File: config.mk
export PLATFORM = sky130hd
export DESIGN_NAME = ship_rotation
export DESIGN_NICKNAME = d
export VERILOG_FILES = /design/src/rtl/ship_rotation.sv
export SDC_FILE = /design/constraint.sdc
export NUM_CORES = 1
export LEC_CHECK = 0
export ABC_AREA = 0
export CAP_MARGIN = 20
export CELL_PAD_IN_SITES_DETAIL_PLACEMENT = 0
export CELL_PAD_IN_SITES_GLOBAL_PLACEMENT = 1
export CORE_ASPECT_RATIO = 0.6
export CORE_MARGIN = 2
export CORE_UTILIZATION = 38
export DETAILED_ROUTE_END_ITERATION = 8
export GPL_ROUTABILITY_DRIVEN = 0
export PLACE_DENSITY_LB_ADDON = 0.1
export SLEW_MARGIN = 20
export SYNTH_ARGS = -nofsm -noshare
export SYNTH_HDL_FRONTEND = slang
export SYNTH_SLANG_ARGS = --single-unit
export TNS_END_PERCENT = 5
File: constraint.sdc
create_clock -name clk -period 10.8 [get_ports clk]
set_input_delay 3.24 -clock clk [delete_from_list [all_inputs] [get_ports clk]]
set_output_delay 3.24 -clock clk [all_outputs]
set_load 0.005 [all_outputs]
File: src/rtl/ship_rotation.sv
// ship_rotation: samples rotate buttons at the rotation rate, keeps a wrapping
// angle index and converts it to signed 1.17 sin/cos words through a
// quarter-wave table. Define SHIP_ROT_HOLD_EN to enable the hold delay.
module ship_rotation #(
  parameter int ANGLE_STEPS = 32,
  parameter int DIVIDER     = 125_000,
  parameter int CLK_RATE    = 25_000_000,
  parameter int ROT_RATE    = 20,
  parameter int HOLD_TICKS  = 3
) (
  input  logic                           clk,
  input  logic                           resetN,
  input  logic                           rot_left,
  input  logic                           rot_right,
  output logic [$clog2(ANGLE_STEPS)-1:0] angle,
  output logic signed [17:0]             sin_val,
  output logic signed [17:0]             cos_val
);

  localparam int unsigned AW  = $clog2(ANGLE_STEPS);
  localparam int unsigned QTR = ANGLE_STEPS / 4;
  localparam int unsigned RD  = CLK_RATE / DIVIDER / ROT_RATE;
  localparam int unsigned FW  = (DIVIDER > 1) ? $clog2(DIVIDER) : 1;
  localparam int unsigned RW  = (RD > 1) ? $clog2(RD) : 1;
  localparam longint      ONE = 64'sd1073741824;  // 2^30 fixed-point unit

  // Reject parameter sets the folding and counters cannot represent
  if (ANGLE_STEPS < 8 || (ANGLE_STEPS & (ANGLE_STEPS - 1)) != 0 ||
      RD < 1 || HOLD_TICKS < 0) begin : g_bad_cfg
    $error("ship_rotation: unsupported parameter set");
  end

  // round(131071*sin(k*pi/(2*QTR))) via fixed-point Taylor series, elaboration only
  function automatic logic [16:0] sin_entry(input int k);
    longint x, x2, term, sum, r;
    x    = (longint'(k) * 64'sd3373259426) / longint'(2 * QTR);
    x2   = (x * x) / ONE;
    term = x;
    sum  = x;
    for (int n = 1; n < 12; n++) begin
      term = -((term * x2) / ONE) / longint'((2 * n) * (2 * n + 1));
      sum  = sum + term;
    end
    r = (sum * 64'sd131071 + ONE / 2) / ONE;
    if (r > 64'sd131071) r = 64'sd131071;
    if (r < 64'sd0)      r = 64'sd0;
    return 17'(r);
  endfunction

  logic [16:0] quarter [QTR+1];

  for (genvar g = 0; g <= QTR; g++) begin : g_table
    localparam logic [16:0] ENTRY = sin_entry(g);
    assign quarter[g] = ENTRY;
  end

  // Quadrant fold: bit AW-2 mirrors the index, bit AW-1 negates the result
  function automatic logic signed [17:0] fold(input logic [AW-1:0] a);
    logic [AW-2:0] idx;
    logic [16:0]   mag;
    idx = a[AW-2] ? ((AW-1)'(QTR) - {1'b0, a[AW-3:0]}) : {1'b0, a[AW-3:0]};
    mag = quarter[idx];
    return a[AW-1] ? -$signed({1'b0, mag}) : $signed({1'b0, mag});
  endfunction

  logic [FW-1:0] frame_cnt;
  logic [RW-1:0] rot_cnt;
  logic          frame_tick_c;
  logic          rot_tick_c;
  logic          step_up_c;
  logic          step_dn_c;

  assign frame_tick_c = (frame_cnt == FW'(DIVIDER - 1));
  assign rot_tick_c   = frame_tick_c && (rot_cnt == RW'(RD - 1));

  // Frame and rotation-rate counters
  always_ff @(posedge clk or negedge resetN) begin
    if (!resetN) begin
      frame_cnt <= '0;
      rot_cnt   <= '0;
    end else begin
      frame_cnt <= frame_tick_c ? '0 : frame_cnt + FW'(1);
      if (frame_tick_c) begin
        rot_cnt <= (rot_cnt == RW'(RD - 1)) ? '0 : rot_cnt + RW'(1);
      end
    end
  end

`ifdef SHIP_ROT_HOLD_EN
  localparam int unsigned HW = (HOLD_TICKS > 1) ? $clog2(HOLD_TICKS) : 1;

  typedef enum logic [1:0] {S_IDLE, S_DELAY, S_REPEAT} hold_state_t;

  hold_state_t   state, state_nxt;
  logic          hold_left, hold_left_nxt;
  logic [HW-1:0] hold_cnt, hold_cnt_nxt;

  // Hold-delay state register
  always_ff @(posedge clk or negedge resetN) begin
    if (!resetN) begin
      state     <= S_IDLE;
      hold_left <= 1'b0;
      hold_cnt  <= '0;
    end else begin
      state     <= state_nxt;
      hold_left <= hold_left_nxt;
      hold_cnt  <= hold_cnt_nxt;
    end
  end

  // First press steps at once, then waits HOLD_TICKS ticks before repeating
  always_comb begin
    state_nxt     = state;
    hold_left_nxt = hold_left;
    hold_cnt_nxt  = hold_cnt;
    step_up_c     = 1'b0;
    step_dn_c     = 1'b0;
    if (rot_tick_c) begin
      if (rot_left == rot_right) begin
        state_nxt    = S_IDLE;
        hold_cnt_nxt = '0;
      end else if (state == S_IDLE || rot_left != hold_left) begin
        step_up_c     = rot_left;
        step_dn_c     = rot_right;
        hold_left_nxt = rot_left;
        hold_cnt_nxt  = '0;
        state_nxt     = (HOLD_TICKS == 0) ? S_REPEAT : S_DELAY;
      end else if (state == S_DELAY) begin
        if (hold_cnt == HW'(HOLD_TICKS - 1)) begin
          state_nxt    = S_REPEAT;
          hold_cnt_nxt = '0;
        end else begin
          hold_cnt_nxt = hold_cnt + HW'(1);
        end
      end else begin
        step_up_c = rot_left;
        step_dn_c = rot_right;
      end
    end
  end
`else
  // Step on every rotation tick while exactly one direction is held
  always_comb begin
    step_up_c = 1'b0;
    step_dn_c = 1'b0;
    if (rot_tick_c) begin
      step_up_c = rot_left & ~rot_right;
      step_dn_c = rot_right & ~rot_left;
    end
  end
`endif

  // Wrapping angle index
  always_ff @(posedge clk or negedge resetN) begin
    if (!resetN) begin
      angle <= '0;
    end else if (step_up_c) begin
      angle <= angle + AW'(1);
    end else if (step_dn_c) begin
      angle <= angle - AW'(1);
    end
  end

  // Registered lookup; cos is sin a quarter turn ahead
  always_ff @(posedge clk or negedge resetN) begin
    if (!resetN) begin
      sin_val <= 18'sd0;
      cos_val <= 18'sd131071;
    end else begin
      sin_val <= fold(angle);
      cos_val <= fold(angle + AW'(QTR));
    end
  end

endmodule
# Word level (Yosys, flattened, before mapping)
# Memory sizes are Yosys's and may differ from the RTL's.
# Cells that the tools add are included.
[word_totals]
input_bits = 4
memories = 2
romBits = 544
ff_bits = 62
out_inout_bits = 41
[mem_list]
columns = ["name", "words", "width", "rd", "rd_clocked_by_memory_dff", "wr", "line", "rtl"]
rows = [
  ["(no name shown)", 16, 17, 1, 0, 0, "62", "mag = quarter[idx];"],
  ["(no name shown)", 16, 17, 1, 0, 0, "62", ""],
]
[op_classes]
n_addsub = 9
magnitude_cmp = 2
mux = 14
reduce_logical = 2
n_eq_ne = 2
bitwise_logic = 6
[ops]
columns = ["cell", "count"]
rows = [
  ["17-bit 2-to-1 mux", 5],
  ["18-bit 2-to-1 mux", 2],
  ["17-bit negation with 18-bit output", 2],
  ["17-bit by 1-bit adder with 17-bit output (second input constant)", 1],
  ["17-bit equality test (second input constant)", 1],
  ["4-bit 2-to-1 mux", 3],
  ["5-bit greater-or-equal comparator (second input constant)", 2],
  ["5-bit 2-to-1 mux", 2],
  ["4-bit inverter with 5-bit output", 2],
  ["4-bit by 3-bit subtractor with 4-bit output (first input constant)", 2],
  ["5-bit by 1-bit adder with 5-bit output (second input constant)", 1],
  ["5-bit by 4-bit adder with 5-bit output (second input constant)", 1],
  ["5-bit by 1-bit subtractor with 5-bit output (second input constant)", 1],
  ["4-bit by 1-bit adder with 4-bit output (second input constant)", 1],
  ["4-bit equality test (second input constant)", 1],
  ["1-bit bitwise AND", 2],
  ["1-bit 2-to-1 mux", 2],
  ["1-bit inverter", 2],
  ["2-bit nonzero test", 1],
  ["1-bit logical AND", 1],
]

# Depth between registers and ports, before layout
# Gate-level depths: netlist of the first run.
[logic_depth]
depth_word = 9
mapped_depth = 15
depth_no_buf = 14

# Worst setup path before layout of the first run
# Ideal clock, no wire load.
[synth_path]
kind = "input to register"
from = "input rot_left"
to = "register angle[4]"
stages = 8
arrival_time_ps = 4699
setup_slack_ps = 5968
setup_ps = 133
t_required_ps = 10667
path_cell_list = "nor2b_1 -> nand3_1 -> ha_1 -> a21o_1 -> a21oi_1 -> mux2_2 -> nand3_1 -> xnor2_1"
[synth_between]
elab_chain_cells = 4
elab_cells_between_ends = 7
[synth_lines]
columns = ["element", "line", "rtl"]
rows = [
  ["start, declared", "13", "input logic rot_left,"],
  ["1-bit inverter", "148", "step_dn_c = rot_right & ~rot_left;"],
  ["1-bit bitwise AND", "148", ""],
  ["1-bit 2-to-1 mux", "146", "if (rot_tick_c) begin"],
  ["2-bit nonzero test (no line)", "-", ""],
  ["end signal, assigned", "158", "angle <= angle + AW'(1);"],
  ["end signal, assigned", "160", "angle <= angle - AW'(1);"],
  ["end, declared", "15", "output logic [$clog2(ANGLE_STEPS)-1:0] angle,"],
]
# Several ways; a longest one is shown, not always the timed one.
# A chain may end at the register's enable or synchronous reset.

# Worst setup path in the final report of the first run
# Same ends and word-level chain as after synthesis.

==> out/results.ini, run 1 <==
[status]
outcome=finished clean

[run]
drv_cap=0

[cts]
cts.hold.buffers_added=0
path_clk_slew_ns=0.05
clk_path_buf_depth=2
cts_made_buffers=9
cts_sinks=62
htreeDepth=3
ctsResizeCount=0
clkLatencyLatePin_ns=0.33
cts_root_buf=clkbuf_16
post_cts_buffers=0
cts_tree=yes

[setup_path]
worstPathMaxFanout=5
path_class=primary input to flip-flop
crit_path_start_kind=primary input
critical_path_required_ns=10.98
end_kind=flip-flop
cp.arrival_ns=5.34

[drt]
wl_per_cell_microns=14.90
drt-pass1-iter-count=5
first_iter_violations=259
avgViaCountPerCell=5.058
postRouteAntennaNets=0
drt-total-wl_microns=8495
drc=0
dr_total_vias=2883

[pwr]
peakVddDrop_mv=0.06758
clockPowerShare=0.532
power_uw=510.8
pwr-share-comb=0.012
p_int_uw=407.3
seq_power_share=0.456
p_leak_uw=0.001996
power.density_nw_per_um2=111.5
p_switching_uw=103.5
p_sw_frac=0.2026

[logic_synthesis]
synth_nets=410
ys.flop_type=dfrtp_1
synth_seq_cells=62
synth-seq-area-share=0.4229
synth_edf_count=0
avgSynthCellArea_sq_um=9.559
synth_area_sq_um=3719
netlist_instances=389
yosysWarnings=0
yosysUniqueCellTypes=65
async_flop_share=1.000

[timing]
fin_crit_ns=5.159
post-route-period-util=0.4777
worst_slew_pin_slew_ns=0.8656
rsz0062_at_grt=no
timing_hold_violations_final=0
drv_slew=0
setup_viol=0
max_slew_margin=0.4188
fin_setup_tns_ns=0
finClkSkew_ns=0.007538
max_freq_mhz=193.8

[global_routing]
grt_util_all_layers=0.1770
antenna_found_initial=0
grt_pass1_wl_microns=14530
grt_overflow=0
grt_pass1_vias=2723
grt_max_degree=63

[layout]
num_antenna_cells=0
register_area_sq_um=1573
fin_util=0.4914
nFillCells=889
multi_input_comb_area_sq_um=2018
layout.nets=456
final_cell_area_sq_um=4582
drive_gt1_frac=0.1205
layout.cells.non_filler=570
synthToLayoutAreaGrowth_pct=23.22

[place]
io_buffer_count=44
dp.final_hpwl_microns=6117
placed_cells=554
placed_area_sq_um=4294

[die]
initial_core_util=0.3988
std_cell_rows=27
die_w_microns=131.7
core_area_sq_um=9324
die_h_microns=80.63
die_area_sq_um=10620
pin_count=45

[hold_path]
hold_path_class=flip-flop to flip-flop

==> Yosys cell counts (all sizes together), types with 2 or more instances <==
cell type  instances  share of area
nand2b             5         0.0084
nand3             11          0.015
mux2i              6          0.016
nand2             35          0.035
clkbuf             7         0.0071
a211oi             5          0.011
nor2b             10          0.017
dfrtp             45           0.30
o221ai             3         0.0087
and3b              2         0.0047
and3               2         0.0034
nor4b              4          0.013
or3                2         0.0034
or4                4         0.0091
ha                16          0.054
inv               16          0.016
xnor2             29          0.068
a21o               2         0.0040
xor2              16          0.040
o21ai             28          0.038
o31ai              5          0.017
nor2              31          0.031
nand4              7          0.012
a21oi             27          0.036
dfstp             17           0.12
and4               3         0.0071
a31oi              2         0.0034
and2               2         0.0034
or2                3         0.0057
o211ai             3         0.0061
buf                8          0.013
a22oi              2         0.0040
nor3              11          0.015
==> final timing paths <==
path                               from            to  slack (ns)  cells past startpoint
max                            rot_left      angle[4]        5.64                      9
min                        frame_cnt[0]  frame_cnt[0]        0.50                      1
max reg2reg                    angle[0]   cos_val[12]        6.01                     14
min reg2reg                frame_cnt[0]  frame_cnt[0]        0.50                      1
max in group asynchronous        resetN    sin_val[0]        7.21                      2
min in group asynchronous        resetN      angle[2]        3.08                      2
==> registers in the layout, indices dropped and copies added, names as in the netlist <==
name / flops
cos_val: 18
sin_val: 18
frame_cnt: 17
angle: 5
rot_cnt: 4
==> placed cells by master, fill, tap and decap left out, drive strengths merged, types with 3 or more instances in the layout <==
| cell type | n |
|---|---|
| a211oi | 5 |
| a21oi | 27 |
| and4 | 3 |
| buf | 7 |
| clkbuf | 13 |
| clkdlybuf4s50 | 43 |
| dfrtp | 45 |
| dfstp | 17 |
| ha | 16 |
| inv | 16 |
| mux2i | 6 |
| nand2 | 35 |
| nand2b | 5 |
| nand3 | 11 |
| nand4 | 7 |
| nor2 | 31 |
| nor2b | 10 |
| nor3 | 11 |
| nor4b | 4 |
| o211ai | 3 |
| o21ai | 28 |
| o221ai | 3 |
| o31ai | 5 |
| or2 | 3 |
| or4 | 4 |
| xnor2 | 29 |
| xor2 | 16 |
==> power groups by stage <==
| stage | clock [uW] | combinational (uW) | sequential, uW |
|---|---|---|---|
| 2_1_floorplan | 0 | 0.539 | 237 |
| 3_3_place_gp | 0 | 6.44 | 237 |
| 3_5_place_dp | 0 | 6.52 | 237 |
| 4_1_cts | 282 | 6.56 | 233 |
| 5_1_grt | 291 | 7.46 | 233 |
| 6_report | 272 | 6.05 | 233 |
==> stage by stage <==
stage	worst slack, ns	hold WS [ns]
final	5.641	0.5035
after global routing	5.427	0.5380
after CTS	5.651	0.5049
after detailed placement	5.298	0.4980
after global placement	5.374	0.4941
after floorplan	5.968	0.4690
==> critical path: stages <==
cell and delay [ns]:
clkdlybuf4s50_1 0.47, nor2b_1 0.21, nand3_1 0.21, ha_1 0.37, a21o_1 0.18, a21oi_1 0.15, mux2_2 0.35, nand3_1 0.10
xnor2_1 0.06
==> kinds of logic after synthesis <==
family	share of synthesized area
AO/OA/AOI/OAI	0.1595
XOR/XNOR	0.1080
adder cells (fa/ha/maj)	0.05922
buffers and inverters	0.03600
flip-flops	0.4229
multiplexers	0.01918
AND/OR/NAND/NOR	0.1952
==> cell type report <==
type,instances,share of cell area
Clock buffer,13,0.05898
Timing Repair Buffer,50,0.1049
Tap cell,130,0.03550
Inverter,16,0.01311
Multi-Input combinational cell,296,0.4405
Sequential cell,62,0.3433
Clock inverter,3,0.003823
==> metal layers <==
layer / routed length [microns] / global-route usage
met5: 0 / 0
met4: 72 / 0.05109
met2: 2956 / 0.2099
met1: 4878 / 0.2880
met3: 588 / 0.05429
(Power assumes the default switching activity.)
==> run 2: changes to the inputs <==
==> constraint.sdc (replaced) <==
create_clock -name clk -period 4.2 [get_ports clk]
set_input_delay 1.26 -clock clk [delete_from_list [all_inputs] [get_ports clk]]
set_output_delay 1.26 -clock clk [all_outputs]
set_load 0.005 [all_outputs]
==> run 2 against run 1 <==
Sequential share of layout area decreased by 0.55 points. Critical endpoint is now cos_val[12]. Wire length increased by 5.5%. Highest routed layer unchanged. Count of clock-buffer cells in the layout decreased by 3. Largest power group unchanged.
==> out/results.ini, run 2 (synthesized netlist as in run 1, its figures left out) <==
[status]
outcome=finished clean  ; unchanged

[layout]
num_antenna_cells=0  ; unchanged
synthToLayoutAreaGrowth_pct=25.24  ; was 23.22%
final_cell_mix=dfrtp_1, clkdlybuf4s50_1, nand2_1  ; unchanged
final_cell_area_sq_um=4657  ; was 4582 sq um
multi_input_comb_area_sq_um=2018  ; unchanged
layout.nets=464  ; was 456
drive_gt1_frac=0.1384  ; was 0.1205
register_area_sq_um=1573  ; unchanged
layout.cells.non_filler=578  ; was 570
final_common_cell=dfrtp_1  ; unchanged
largest_registers=cos_val x18, sin_val x18, frame_cnt x17  ; unchanged
nFillCells=901  ; was 889

[timing]
rsz0062_at_grt=no  ; unchanged
max_slew_margin=0.4478  ; was 0.4188
max_freq_mhz=301.8
finClkSkew_ns=0.006106  ; was 0.007538 ns
worst_slew_pin_slew_ns=0.8224  ; was 0.8656 ns
fin_setup_tns_ns=0  ; unchanged
whs_ns=0.5026  ; was 0.5035 ns
setup_ws_ns=0.8862  ; was 5.641 ns
fin_crit_ns=3.314
timing_hold_violations_final=0  ; unchanged
setup_viol=0  ; unchanged
post-route-period-util=0.7890
drv_slew=0  ; unchanged

[cts]
cts_made_buffers=9  ; unchanged
post_cts_buffers=0  ; unchanged
ctsResizeCount=0  ; unchanged
clkLatencyLatePin_ns=0.32  ; was 0.33 ns
cts.hold.buffers_added=0  ; unchanged
htreeDepth=3  ; unchanged
path_clk_slew_ns=0.05  ; about the same
clk_path_buf_depth=2  ; unchanged
cts_tree=yes  ; unchanged
cts_sinks=62  ; unchanged
cts_root_buf=clkbuf_16  ; unchanged

[run]
drv_cap=0  ; unchanged

[hold_path]
whs_endpoint=frame_cnt[0]  ; unchanged
hold_depth=1  ; unchanged
hold_path_class=flip-flop to flip-flop  ; unchanged
min-delay-start=frame_cnt[0]  ; unchanged

[drt]
dr_total_vias=3019  ; was 2883
drc=0  ; unchanged
wl_per_cell_microns=15.51  ; was 14.90 microns
postRouteAntennaNets=0  ; unchanged
drt-pass1-iter-count=5  ; unchanged
first_iter_violations=206  ; was 259
avgViaCountPerCell=5.223  ; was 5.058
drt-total-wl_microns=8966  ; was 8495 microns

[setup_path]
end_kind=flip-flop  ; unchanged
cp-startpoint=angle[0]  ; was rot_left
rr_worst_depth=14  ; unchanged
reg2reg_from=angle[0]  ; unchanged
critical_path_required_ns=4.45  ; was 10.98 ns
path_class=flip-flop to flip-flop  ; was primary input to flip-flop
ff2ff_setup_slack_ns=0.89  ; was 6.01 ns
cp.arrival_ns=3.57  ; was 5.34 ns
worstPathMaxFanout=7  ; was 5
crit_path_start_kind=flip-flop  ; was primary input
rr_endpoint=cos_val[12]  ; unchanged

[die]
core_area_sq_um=9324  ; unchanged
die_area_sq_um=10620  ; unchanged
pin_count=45  ; unchanged
die_w_microns=131.7  ; unchanged
std_cell_rows=27  ; unchanged
initial_core_util=0.3988  ; unchanged
die_h_microns=80.63  ; unchanged

[pwr]
p_leak_uw=0.002042  ; was 0.001996 uW
peakVddDrop_mv=0.2159  ; was 0.06758 mV
power.density_nw_per_um2=289.4  ; was 111.5 nW/um^2

[place]
dp.final_hpwl_microns=6542  ; was 6117 microns
io_buffer_count=44  ; unchanged
placed_area_sq_um=4354  ; was 4294 sq um
preCtsSetupSlack_ns=0.6426  ; was 5.298 ns
placed_cells=562  ; was 554

[global_routing]
grt_util_all_layers=0.1851  ; was 0.1770
grt_max_degree=48  ; was 63
grt_pass1_wl_microns=15260  ; was 14530 microns
antenna_found_initial=0  ; unchanged
grt_overflow=0  ; unchanged
grt_pass1_vias=2862  ; was 2723

run 2: cell count changes in the layout (fill, tap and decap cells not counted):
cell,previous run,this run
buf_2,1,0
buf_4,6,15
bufinv_16,0,1
clkbuf_1,1,0
clkbuf_8,3,1
clkinv_2,2,3
clkinv_4,0,1
run 2: worst max-delay path, cell delays in order (launching register included):
cell and delay [ns]:
dfrtp_1 0.34, inv_1 0.06, ha_1 0.31, mux2i_1 0.26, inv_1 0.21, ha_1 0.33, a21oi_1 0.30, a21oi_1 0.06
or2_2 0.30, inv_1 0.06, ha_1 0.20, nand2_1 0.09, or2_4 0.27, o31ai_4 0.26, xor2_1 0.18
run 2: area by class of cell:
type / instances / share of cell area
clock buffers: 10 / 0.05132
clock inverters: 6 / 0.01316
inverters: 16 / 0.01290
multi-input cells: 296 / 0.4334
flip-flops and latches: 62 / 0.3377
well taps: 130 / 0.03493
repair buffers: 58 / 0.1166
run 2: through the flow:
stage	util	power, uW
3_3_place_gp	0.4670	625.2
2_1_floorplan	-	610.0
3_5_place_dp	0.4670	626.0
5_1_grt	0.4995	1395
6_report	0.4995	1348
4_1_cts	0.4992	1367
run 2: report_power, final:
part | internal (uW) | switching, uW
Combinational | 3.66 | 12.6
Clock | 472 | 261
Sequential | 599 | 0
Total | 1070 | 273
run 2: worst max-delay path by stage:
| stage | to | slack [ns] | depth (start not counted) |
|---|---|---|---|
| after floorplan | cos_val[12] | 0.67 | 15 |
| after global placement | angle[4] | 0.76 | 9 |
| after detailed placement | angle[4] | 0.64 | 9 |
| after CTS | cos_val[12] | 0.90 | 14 |
| after global routing | cos_val[12] | 0.63 | 14 |
| final | cos_val[12] | 0.89 | 14 |
run 2: metal layers:
metal  vias up  part of all wire  wire (microns)  GRT usage
met4         0            0.0087              78    0.04674
met5         -                 0               0          0
met2        77              0.38            3422     0.2576
met3         9             0.053             474    0.04609
met1      1452              0.56            4990     0.2820
li1       1481                 -               -          -
==> run 3: changes to the inputs <==
==> constraint.sdc (replaced) <==
create_clock -name clk -period 3.2 [get_ports clk]
set_input_delay 0.96 -clock clk [delete_from_list [all_inputs] [get_ports clk]]
set_output_delay 0.96 -clock clk [all_outputs]
set_load 0.005 [all_outputs]
==> run 3 against run 2 <==
First-iteration DRC count is 32% higher. Worst setup slack worse by 0.78 ns. Combinational power is 42% higher. Clock power is 20% higher. Sequential cell count stayed put. Critical path type unchanged.
==> out/results.ini, run 3 (synthesized netlist as in run 1, its figures left out) <==
[timing]
drv_slew=0  ; unchanged
max_freq_mhz=322.8  ; was 301.8 MHz
fin_crit_ns=3.098  ; was 3.314 ns
timing_hold_violations_final=0  ; unchanged
worst_slew_pin_slew_ns=0.7682  ; was 0.8224 ns
post-route-period-util=0.9681  ; was 0.7890
setup_viol=0  ; unchanged
finClkSkew_ns=0.004709  ; was 0.006106 ns
setup_ws_ns=0.1022  ; was 0.8862 ns
fin_setup_tns_ns=0  ; unchanged
max_slew_margin=0.4878  ; was 0.4478

[global_routing]
grt_pass1_vias=2855  ; was 2862
antenna_found_initial=0  ; unchanged
grt_pass1_wl_microns=15350  ; was 15260 microns
grt_max_degree=35  ; was 48
grt_overflow=0  ; unchanged
grt_util_all_layers=0.1889  ; was 0.1851

[layout]
largest_registers=cos_val x18, sin_val x18, frame_cnt x17  ; unchanged
final_cell_mix=dfrtp_1, clkdlybuf4s50_1, nand2_1  ; unchanged
drive_gt1_frac=0.1645  ; was 0.1384
num_antenna_cells=0  ; unchanged
synthToLayoutAreaGrowth_pct=27.83  ; was 25.24%
layout.cells.non_filler=586  ; was 578
fin_util=0.5098  ; was 0.4995
layout.nets=472  ; was 464
final_common_cell=dfrtp_1  ; unchanged

[drt]
drc=0  ; unchanged
dr_total_vias=3026  ; was 3019
drt-pass1-iter-count=5  ; unchanged
first_iter_violations=272  ; was 206
drt-total-wl_microns=9282  ; was 8966 microns
avgViaCountPerCell=5.164  ; was 5.223
wl_per_cell_microns=15.84  ; was 15.51 microns
postRouteAntennaNets=0  ; unchanged

[die]
pin_count=45  ; unchanged
std_cell_rows=27  ; unchanged
core_area_sq_um=9324  ; unchanged
initial_core_util=0.3988  ; unchanged
die_h_microns=80.63  ; unchanged
die_w_microns=131.7  ; unchanged
die_area_sq_um=10620  ; unchanged

[setup_path]
worstPathMaxFanout=7  ; unchanged
crit_path_start_kind=flip-flop  ; unchanged
path_class=flip-flop to flip-flop  ; unchanged
path_cells=clkinvlp_4, ha_4, mux2i_4, inv_2, ha_4, a21oi_4, a21oi_1, or2_2, inv_1, ha_1, nand2_1, or2_4, o31ai_4, xor2_1  ; was inv_1, ha_1, mux2i_1, inv_1, ha_1, a21oi_1, a21oi_1, or2_2, inv_1, ha_1, nand2_1, or2_4, o31ai_4, xor2_1
slowest_stage=dfrtp_1  ; unchanged
critical_path.top_delay_family=adder cells  ; unchanged
cp.arrival_ns=3.34  ; was 3.57 ns
critical_path_required_ns=3.45  ; was 4.45 ns
critPathBufInv=3  ; unchanged
slowest_delay_ns=0.39  ; was 0.34 ns
cpMostUsedCell=ha_4
ff2ff_setup_slack_ns=0.10  ; was 0.89 ns
end_kind=flip-flop  ; unchanged

[place]
preCtsSetupSlack_ns=-0.003350  ; was 0.6426 ns
dp.final_hpwl_microns=6895  ; was 6542 microns
io_buffer_count=44  ; unchanged
placed_cells=568  ; was 562

[pwr]
peakVddDrop_mv=0.2222  ; was 0.2159 mV
power.density_nw_per_um2=355.9  ; was 289.4 nW/um^2
p_leak_uw=0.002081  ; was 0.002042 uW
power_uw=1692  ; was 1348 uW

[hold_path]
hold_path_class=flip-flop to flip-flop  ; unchanged

[cts]
cts_tree=yes  ; unchanged
cts_sinks=62  ; unchanged
cts.hold.buffers_added=0  ; unchanged
clk_path_buf_depth=2  ; unchanged
clkLatencyLatePin_ns=0.33  ; was 0.32 ns
cts_root_buf=clkbuf_16  ; unchanged
path_clk_slew_ns=0.05  ; about the same
cts_made_buffers=9  ; unchanged
htreeDepth=3  ; unchanged

[status]
outcome=finished clean  ; unchanged

[run]
drv_cap=0  ; unchanged

==> run 3: cell count changes in the layout (fill, tap and decap cells not counted), sizes merged <==
cell / before / now
clkbuf: 10 / 12
buf: 15 / 23
inv: 16 / 15
bufinv: 1 / 0
==> run 3: area by class of cell <==
| cell class | instances | area (sq um) |
|---|---|---|
| clock buffer | 12 | 246.5 |
| clock inverter | 4 | 23.77 |
| fill | 876 | 4571 |
| inverter | 16 | 63.81 |
| multi-input combinational | 296 | 2071 |
| sequential | 62 | 1573 |
| tap | 130 | 162.7 |
| timing repair buffer | 66 | 613.1 |
==> run 3: worst register-to-register path, stage by stage, from the launching register on <==
cell and delay (ns):
dfrtp_1 0.39, clkinvlp_4 0.13, ha_4 0.26, mux2i_4 0.17
inv_2 0.09, ha_4 0.26, a21oi_4 0.18, a21oi_1 0.07
or2_2 0.30, inv_1 0.06, ha_1 0.20, nand2_1 0.10
or2_4 0.27, o31ai_4 0.33, xor2_1 0.21
==> run 3: final timing paths <==
check                              from           end  cells past startpoint
max                            angle[0]   cos_val[12]                     14
min                        frame_cnt[0]  frame_cnt[0]                      1
max reg2reg                    angle[0]   cos_val[12]                     14
min reg2reg                frame_cnt[0]  frame_cnt[0]                      1
max in group asynchronous        resetN  frame_cnt[8]                      2
min in group asynchronous        resetN    sin_val[0]                      1
==> run 3: per-layer routing <==
layer / GRT usage / part of all wire / vias to the layer above
met1: 0.3059 / 0.58 / 1403
li1: - / - / 1504
met3: 0.05366 / 0.062 / 12
met4: 0.05543 / 0.012 / 0
met5: 0 / 0 / -
met2: 0.2288 / 0.35 / 107
==> run 3: where the power goes <==
group,total [uW],internal [uW],switching (uW)
logic,23.1,6.12,17.0
clock network,882,542,341
registers,786,786,0
total,1690,1330,358
==> run 3: repair_timing <==
action | in CTS | in global routing
buffers inserted | 0 | 2
setup endpoints to repair | 0 | 1
hold endpoints to repair | 0 | 0
gates resized for setup | 0 | 3
==> run 3: stage by stage <==
stage	cell area, sq um	hold slack, ns
5_1_grt	4753	0.5283
2_1_floorplan	3765	0.4690
3_3_place_gp	4452	0.4936
4_1_cts	4722	0.5093
6_report	4753	0.5063
3_5_place_dp	4452	0.5003
